## src/rtl/taxi_pkg.sv

```systemverilog
// Shared types and defaults for the taxi meter wheel-pulse front end.
// Latency: n/a (package only).
// Backpressure: n/a.
package taxi_pkg;

    // Wait FSM: the vehicle is either moving or declared stopped.
    typedef enum logic {
        MOVING  = 1'b0,
        STOPPED = 1'b1
    } wait_state_t;

    localparam int DEF_CLK_HZ              = 50_000_000;
    localparam int DEF_SYNC_STAGES         = 2;
    localparam int DEF_DEBOUNCE_CYCLES     = 50_000;
    localparam int DEF_STOP_TIMEOUT_CYCLES = 50_000_000;

    // Width of a counter holding 0..n-1; never narrower than one bit.
    function automatic int cnt_width(input int n);
        return (n > 1) ? $clog2(n) : 1;
    endfunction

endpackage

```

## src/rtl/wheel_pulse_conditioner_if.sv

```systemverilog
// Bundles the meter-side controls and conditioned wheel outputs.
// Latency: n/a (wiring only).
// Backpressure: none; all signals are level or single-cycle pulses.
//   master: drives en, wheel_raw, pulses_per_10m; observes outputs.
//   slave : the conditioner; observes controls, drives outputs.
interface wheel_pulse_conditioner_if;
    logic       en;
    logic       wheel_raw;
    logic [3:0] pulses_per_10m;
    logic       ten_meter_pulse;
    logic       wait_en;
    logic       wait_sec_tick;
    logic       wheel_edge;

    modport master (
        output en, wheel_raw, pulses_per_10m,
        input  ten_meter_pulse, wait_en, wait_sec_tick, wheel_edge
    );

    modport slave (
        input  en, wheel_raw, pulses_per_10m,
        output ten_meter_pulse, wait_en, wait_sec_tick, wheel_edge
    );
endinterface

```

## src/rtl/wheel_pulse_conditioner_debounce.sv

```systemverilog
// Synchroniser + debounce + rising-edge detect for a slow mechanical/sensor input.
// Latency: raw rise sampled at edge N -> rise_pulse high after edge N+SYNC_STAGES+DEBOUNCE_CYCLES.
// Backpressure: none; rise_pulse is a one-cycle registered pulse.
//   Ports: clk, rst (sync, active-high), raw_in (async), rise_pulse (out).
module wheel_debounce
    import taxi_pkg::*;
#(
    parameter int SYNC_STAGES     = DEF_SYNC_STAGES,
    parameter int DEBOUNCE_CYCLES = DEF_DEBOUNCE_CYCLES
) (
    input  logic clk,
    input  logic rst,
    input  logic raw_in,
    output logic rise_pulse
);
    localparam int            DW      = cnt_width(DEBOUNCE_CYCLES);
    localparam logic [DW-1:0] DB_LAST = DW'(DEBOUNCE_CYCLES - 1);

    logic [SYNC_STAGES-1:0] sync_q;
    logic [DW-1:0]          db_cnt;
    logic                   level_q;
    logic                   level_seen_q;
    logic                   sample;

    assign sample = sync_q[SYNC_STAGES-1];

    always_ff @(posedge clk) begin
        if (rst) begin
            sync_q       <= '0;
            db_cnt       <= '0;
            level_q      <= 1'b0;
            level_seen_q <= 1'b0;
            rise_pulse   <= 1'b0;
        end else begin
            sync_q <= {sync_q[SYNC_STAGES-2:0], raw_in};
            // Any sample agreeing with the current level restarts the run,
            // so only an uninterrupted run of DEBOUNCE_CYCLES flips it.
            if (sample == level_q) begin
                db_cnt <= '0;
            end else if (db_cnt == DB_LAST) begin
                level_q <= ~level_q;
                db_cnt  <= '0;
            end else begin
                db_cnt <= db_cnt + DW'(1);
            end
            level_seen_q <= level_q;
            rise_pulse   <= level_q & ~level_seen_q;
        end
    end
endmodule

```

## src/rtl/wheel_pulse_conditioner.sv

```systemverilog
// Turns raw wheel marks into a 10 m pulse, a stopped flag and a 1 s waiting tick.
// Latency: wheel_edge SYNC_STAGES+DEBOUNCE_CYCLES+1 cycles after a stable raw rise
//          (counted from the edge before the raw change is first sampled);
//          ten_meter_pulse 1 cycle after the qualifying wheel_edge.
// Backpressure: none; every output is registered and glitch-free.
//   Ports: clk, rst (sync, active-high), bus (slave modport: en, wheel_raw,
//   pulses_per_10m in; ten_meter_pulse, wait_en, wait_sec_tick, wheel_edge out).
module wheel_pulse_conditioner
    import taxi_pkg::*;
#(
    parameter int CLK_HZ              = DEF_CLK_HZ,
    parameter int SYNC_STAGES         = DEF_SYNC_STAGES,
    parameter int DEBOUNCE_CYCLES     = DEF_DEBOUNCE_CYCLES,
    parameter int STOP_TIMEOUT_CYCLES = DEF_STOP_TIMEOUT_CYCLES
) (
    input  logic                       clk,
    input  logic                       rst,
    wheel_pulse_conditioner_if.slave   bus
);
    localparam int            IW        = cnt_width(STOP_TIMEOUT_CYCLES);
    localparam logic [IW-1:0] IDLE_LAST = IW'(STOP_TIMEOUT_CYCLES - 1);
    localparam int            SW        = cnt_width(CLK_HZ);
    localparam logic [SW-1:0] SEC_LAST  = SW'(CLK_HZ - 1);

    logic          wheel_edge;
    logic [3:0]    pulse_cnt;
    logic [3:0]    eff_last;
    logic [IW-1:0] idle_cnt;
    logic [SW-1:0] sec_cnt;
    wait_state_t   state;
    logic          ten_q;
    logic          wait_q;
    logic          tick_q;

    wheel_debounce #(
        .SYNC_STAGES     (SYNC_STAGES),
        .DEBOUNCE_CYCLES (DEBOUNCE_CYCLES)
    ) u_debounce (
        .clk        (clk),
        .rst        (rst),
        .raw_in     (bus.wheel_raw),
        .rise_pulse (wheel_edge)
    );

    // Last count value before a 10 m pulse; a setting of 0 behaves as 1.
    always_comb begin
        eff_last = 4'd0;
        if (bus.pulses_per_10m != 4'd0) begin
            eff_last = bus.pulses_per_10m - 4'd1;
        end
    end

    always_ff @(posedge clk) begin
        if (rst) begin
            pulse_cnt <= '0;
            idle_cnt  <= '0;
            sec_cnt   <= '0;
            state     <= MOVING;
            ten_q     <= 1'b0;
            wait_q    <= 1'b0;
            tick_q    <= 1'b0;
        end else if (!bus.en) begin
            // Meter idle: every new fare starts distance and wait timing from zero.
            pulse_cnt <= '0;
            idle_cnt  <= '0;
            sec_cnt   <= '0;
            state     <= MOVING;
            ten_q     <= 1'b0;
            wait_q    <= 1'b0;
            tick_q    <= 1'b0;
        end else begin
            ten_q  <= 1'b0;
            tick_q <= 1'b0;

            // >= so that lowering pulses_per_10m mid-count fires on the next
            // edge instead of running up to 15 and wrapping.
            if (wheel_edge) begin
                if (pulse_cnt >= eff_last) begin
                    pulse_cnt <= '0;
                    ten_q     <= 1'b1;
                end else begin
                    pulse_cnt <= pulse_cnt + 4'd1;
                end
            end

            case (state)
                MOVING: begin
                    // An edge coinciding with timeout keeps us moving.
                    if (wheel_edge) begin
                        idle_cnt <= '0;
                    end else if (idle_cnt == IDLE_LAST) begin
                        state    <= STOPPED;
                        wait_q   <= 1'b1;
                        idle_cnt <= '0;
                        sec_cnt  <= '0;
                    end else begin
                        idle_cnt <= idle_cnt + IW'(1);
                    end
                end
                STOPPED: begin
                    // Leaving on an edge suppresses a tick due that same cycle.
                    if (wheel_edge) begin
                        state    <= MOVING;
                        wait_q   <= 1'b0;
                        idle_cnt <= '0;
                        sec_cnt  <= '0;
                    end else if (sec_cnt == SEC_LAST) begin
                        sec_cnt <= '0;
                        tick_q  <= 1'b1;
                    end else begin
                        sec_cnt <= sec_cnt + SW'(1);
                    end
                end
                default: state <= MOVING;
            endcase
        end
    end

    assign bus.wheel_edge      = wheel_edge;
    assign bus.ten_meter_pulse = ten_q;
    assign bus.wait_en         = wait_q;
    assign bus.wait_sec_tick   = tick_q;
endmodule

```

## src/flat_wrapper.sv

```systemverilog
// flat-port wrapper written by rule: the top's interface ports become plain ports
module wheel_pulse_conditioner_flat import taxi_pkg::*;
#(
    parameter int CLK_HZ              = DEF_CLK_HZ,
    parameter int SYNC_STAGES         = DEF_SYNC_STAGES,
    parameter int DEBOUNCE_CYCLES     = DEF_DEBOUNCE_CYCLES,
    parameter int STOP_TIMEOUT_CYCLES = DEF_STOP_TIMEOUT_CYCLES
)
  (clk, rst, bus_en, bus_wheel_raw, bus_pulses_per_10m, bus_ten_meter_pulse, bus_wait_en, bus_wait_sec_tick, bus_wheel_edge);
  wheel_pulse_conditioner_if bus_i ();
  input  logic clk;
  input  logic rst;
  input wire logic [$bits(bus_i.en)-1:0] bus_en;
  input wire logic [$bits(bus_i.wheel_raw)-1:0] bus_wheel_raw;
  input wire logic [$bits(bus_i.pulses_per_10m)-1:0] bus_pulses_per_10m;
  output wire logic [$bits(bus_i.ten_meter_pulse)-1:0] bus_ten_meter_pulse;
  output wire logic [$bits(bus_i.wait_en)-1:0] bus_wait_en;
  output wire logic [$bits(bus_i.wait_sec_tick)-1:0] bus_wait_sec_tick;
  output wire logic [$bits(bus_i.wheel_edge)-1:0] bus_wheel_edge;
  assign bus_i.en = bus_en;
  assign bus_i.wheel_raw = bus_wheel_raw;
  assign bus_i.pulses_per_10m = bus_pulses_per_10m;
  assign bus_ten_meter_pulse = bus_i.ten_meter_pulse;
  assign bus_wait_en = bus_i.wait_en;
  assign bus_wait_sec_tick = bus_i.wait_sec_tick;
  assign bus_wheel_edge = bus_i.wheel_edge;
  wheel_pulse_conditioner #(.CLK_HZ(CLK_HZ), .SYNC_STAGES(SYNC_STAGES), .DEBOUNCE_CYCLES(DEBOUNCE_CYCLES), .STOP_TIMEOUT_CYCLES(STOP_TIMEOUT_CYCLES)) u_core (.clk(clk), .rst(rst), .bus(bus_i));
endmodule
```

## config.mk

```make
export PLATFORM = sky130hd
export DESIGN_NAME = wheel_pulse_conditioner_flat
export DESIGN_NICKNAME = d
export VERILOG_FILES = /design/src/rtl/taxi_pkg.sv /design/src/rtl/wheel_pulse_conditioner_if.sv /design/src/rtl/wheel_pulse_conditioner_debounce.sv /design/src/rtl/wheel_pulse_conditioner.sv /design/src/flat_wrapper.sv
export SDC_FILE = /design/constraint.sdc
export NUM_CORES = 1
export LEC_CHECK = 0
export CORE_MARGIN = 4
export CORE_UTILIZATION = 35
export DETAILED_ROUTE_END_ITERATION = 16
export SLEW_MARGIN = 10
export SYNTH_ARGS = -nofsm -noshare
export SYNTH_HDL_FRONTEND = slang
export SYNTH_HIERARCHICAL = 1
export SYNTH_SLANG_ARGS = --single-unit
export TNS_END_PERCENT = 50
```

## constraint.sdc

```tcl
create_clock -name clk -period 2.2 [get_ports clk]
set_input_delay 0.33 -clock clk [delete_from_list [all_inputs] [get_ports clk]]
set_output_delay 0.33 -clock clk [all_outputs]
set_load 0.01 [all_outputs]
```

==> key figures <==
Pwr
  • Max IR drop VDD: 0.0004363 V
  • Pwr dens: 618.1 nW/um2
  • Lkg Pwr: 1.807 nW
  • Power Total: 3.230 mW

Clocking
  • Clock sinks: 81
  • Clock Tree Buf Depth: 2
  • H-tree lvl count: 3
  • CTS tree: yes
  • CTS clk-pin slew, worst paths: about 0.060 ns
  • Total CTS buffers: 9
  • Clock root cell: clkbuf_16
  • Worst-Skew Late Latency: 0.33 ns

STA
  • Setup TNS: 0 ns
  • Final hold vios: 0
  • Max-slew violations: 0
  • Final Setup Violations: 0
  • Worst hold margin: 0.3804 ns
  • Tcrit/Tclk final: 0.9551
  • Final worst slack: 0.09884 ns
  • Slew headroom: 0.6691
  • Max Fclk: 0.4759 GHz
  • Worst slew pin tran: 0.4948 ns
  • Tmin final: between 2 and 2.5 ns
  • Clock Skew: 0.006112 ns

Logic synthesis
  • Synth Area in Simple Gates: 0.3112
  • Adder-Cell Fraction of Synth Area: 0.02407
  • Synth cell types: 57
  • Synth Net Count: 507
  • Mapped Cells: between 400 and 500
  • Post-synth ARST share: 0
  • Yosys warns: 6
  • Largest family of logic cells by synthesized area: simple AND/OR/NAND/NOR gates
  • Synthesized flop and latch total: 81
  • Post-synthesis xor/xnor area fraction: 0.04424
  • Syn_area_per_cell: 8.468 um2
  • Synth Area in Compound Gates: 0.1751
  • Sequential area share after synthesis: 0.3900
  • Post-Syn Area: 4158 um2
  • Multiplexer share of the synthesized area: 0.01926
  • Post-synth EDFFs: 0
  • Main synth FF type: dfxtp_1

Finish
  • Reg area: 1622 um2
  • Commonest cells after routing, fill and taps aside: dfxtp_1, buf_4, nor2_1
  • ANT cells: 0
  • Fill count: 1093
  • Area growth from synthesis to layout: 25.70%
  • Commonest non-fill, non-tap cell in the layout: dfxtp_1
  • Multi-input logic area: around 2400 um2
  • Layout cell share with drive strength beyond 1: 0.1831
  • Nets: 568
  • Post-Route Utilization: 0.4538

Place
  • Post-DP HPWL: 6.805 mm
  • DP Worst Slack: -0.2028 ns
  • # port buffers: 11
  • Routability cong.: 0.7889

Route
  • Initial drt markers: 247
  • WL/cell: between 10 and 15 um
  • DRC: 0
  • ANT nets after route: 0
  • First-pass iteration count of the detailed router: 4
  • Via count: around 3800
  • Vias per std cell: 5.463
  • Final WL: 9.657 mm

Global routing
  • Vias in the first global route: 3521
  • GRT overflow: 0
  • Initial antenna violation count: 0
  • GRT Total Usage: 0.1480
  • Largest net degree at the start of global routing: 41
  • First-pass GRT wire length: 16.40 mm

Run
  • MaxCap Viol Count: 0

Die
  • I/O pins: 12
  • Die X: roughly 120 um
  • DIE AREA: 13690 um2
  • Die Ht: 117.0 um
  • Starting Density: 0.3610
  • FP Rows: 39
  • Core area: 11520 um2

Setup path
  • Highest-delay cell along the critical path: or4bb_4
  • Worst R2R Path Depth: 7
  • CP endpoint kind: register
  • Endpoint arrival time on the critical path: 2.32 ns
  • Max stage delay on crit path: roughly 0.56 ns
  • CP cell instances: or4bb_4 > nor4_4 > buf_4 > a31oi_1 > buf_4 > a22o_1 > a22o_1
  • Critical path class: reg2reg
  • Buffers and inverters on the worst path: 2
  • WP depth: 7
  • CP Launch Type: register
  • Max Fanout on Critical Path: 5
  • Worst path required time: between 2 and 2.5 ns
  • Crit path max-delay family: simple AND/OR/NAND/NOR gates

Run status
  • Status: finished clean

Hold path
  • Class of the worst hold path: reg2reg
  • Hold path depth: 1
[path summary, 6_finish.rpt]
check,start,end,slack (ns)
min reg2reg,u_core/u_debounce/level_seen_q,u_core/u_debounce/rise_pulse,0.38
max reg2reg,u_core/sec_cnt[25],u_core/sec_cnt[24],0.1
max,u_core/sec_cnt[25],u_core/sec_cnt[24],0.1
min,u_core/u_debounce/level_seen_q,u_core/u_debounce/rise_pulse,0.38
[power breakdown]
part | switching (mW) | internal (mW) | total (mW) | leakage, nW
Sequential | 0.00367 | 1.47 | 1.48 | 0.653
Clock | 0.581 | 1.05 | 1.63 | 0.162
Combinational | 0.0606 | 0.0601 | 0.121 | 0.992
Total | 0.645 | 2.58 | 3.23 | 1.81
[worst reg2reg max path, stage by stage, from the launching register on]
cell     delay [ns]
dfxtp_1        0.36
or4bb_4        0.56
nor4_4         0.22
buf_4          0.16
a31oi_1        0.08
buf_4          0.18
a22o_1         0.22
a22o_1         0.22
[routing by layer]
layer,part of all wire,global-route usage,routed length [um],vias to the layer above
li1,-,-,-,1947
met1,0.47,0.1935,4527,1784
met3,0.036,0.03239,351,16
met2,0.48,0.2431,4636,77
met5,0,0,0,-
met4,0.015,0.04893,142,0
[logic make-up (layout without fill, tap and decap cells)]
kind of cell,Yosys count,in the layout
AO/OA/AOI/OAI,112,112
XOR/XNOR,21,21
adder cells (fa/ha/maj),8,8
buffers and inverters,35,101
flip-flops,81,81
multiplexers,8,8
AND/OR/NAND/NOR,226,226
[area by class of cell]
class | instances | area share
flip-flops and latches | 81 | 0.3103
clock buffers | 11 | 0.04836
well taps | 143 | 0.03424
inverters | 13 | 0.009337
multi-input cells | 375 | 0.4671
repair buffers | 72 | 0.1159
clock inverters | 5 | 0.01484
[metrics by stage]
stage	cell area [um2]	cells
5_1_grt	5226	700
6_report	5226	700
3_5_place_dp	4831	681
3_3_place_gp	4831	681
2_1_floorplan	4158	491
4_1_cts	5176	697
[synthesized netlist by cell type, types with 3 or more instances]
library cell  count  area [um2]
nand3b_1          7       52.55
a22o_1            6       52.55
nand2_1          41       153.9
or4_1             4       30.03
a21o_1            3       22.52
inv_1            13       48.80
a31oi_1          24       150.1
nor4_1            3       18.77
nand3_1          35       175.2
a21oi_1          28       140.1
dfxtp_1          81        1622
nor2b_1           8       50.05
and2_1            4       25.02
a211oi_1          3       22.52
clkbuf_1         17       63.81
xor2_1            4       35.03
o21ai_0          19       95.09
nand4_1          20       125.1
nor3_1           12       60.06
nor2_1           43       161.4
and4_1            5       43.79
buf_2             3       15.01
nand2b_1          5       31.28
a41oi_1           3       26.28
xnor2_1          17       148.9
o31ai_1           5       37.54
mux2i_1           8       80.08
and3_1            9       56.30
nor4_2            5       62.56
ha_1              8       100.1
or3_1             3       18.77
a22oi_1           7       52.55
[registers in the layout (all words and copies together), names as in the netlist]
name                            flops
u_core/u_debounce/level_q           1
u_core/state                        1
u_core/pulse_cnt                    4
u_core/bus.wait_en                  1
u_core/u_debounce/level_seen_q      1
u_core/u_debounce/db_cnt           16
u_core/bus.ten_meter_pulse          1
u_core/sec_cnt                     26
u_core/bus.wait_sec_tick            1
u_core/u_debounce/rise_pulse        1
u_core/idle_cnt                    26
u_core/u_debounce/sync_q            2
[timing repair]
item                       4_1_cts  5_1_grt
hold buffers                     0        0
pin swaps                        0        3
setup buffers                    0        3
resized for setup                2        6
setup endpoints to repair       10       15
Power figures use the tool's default switching activity.
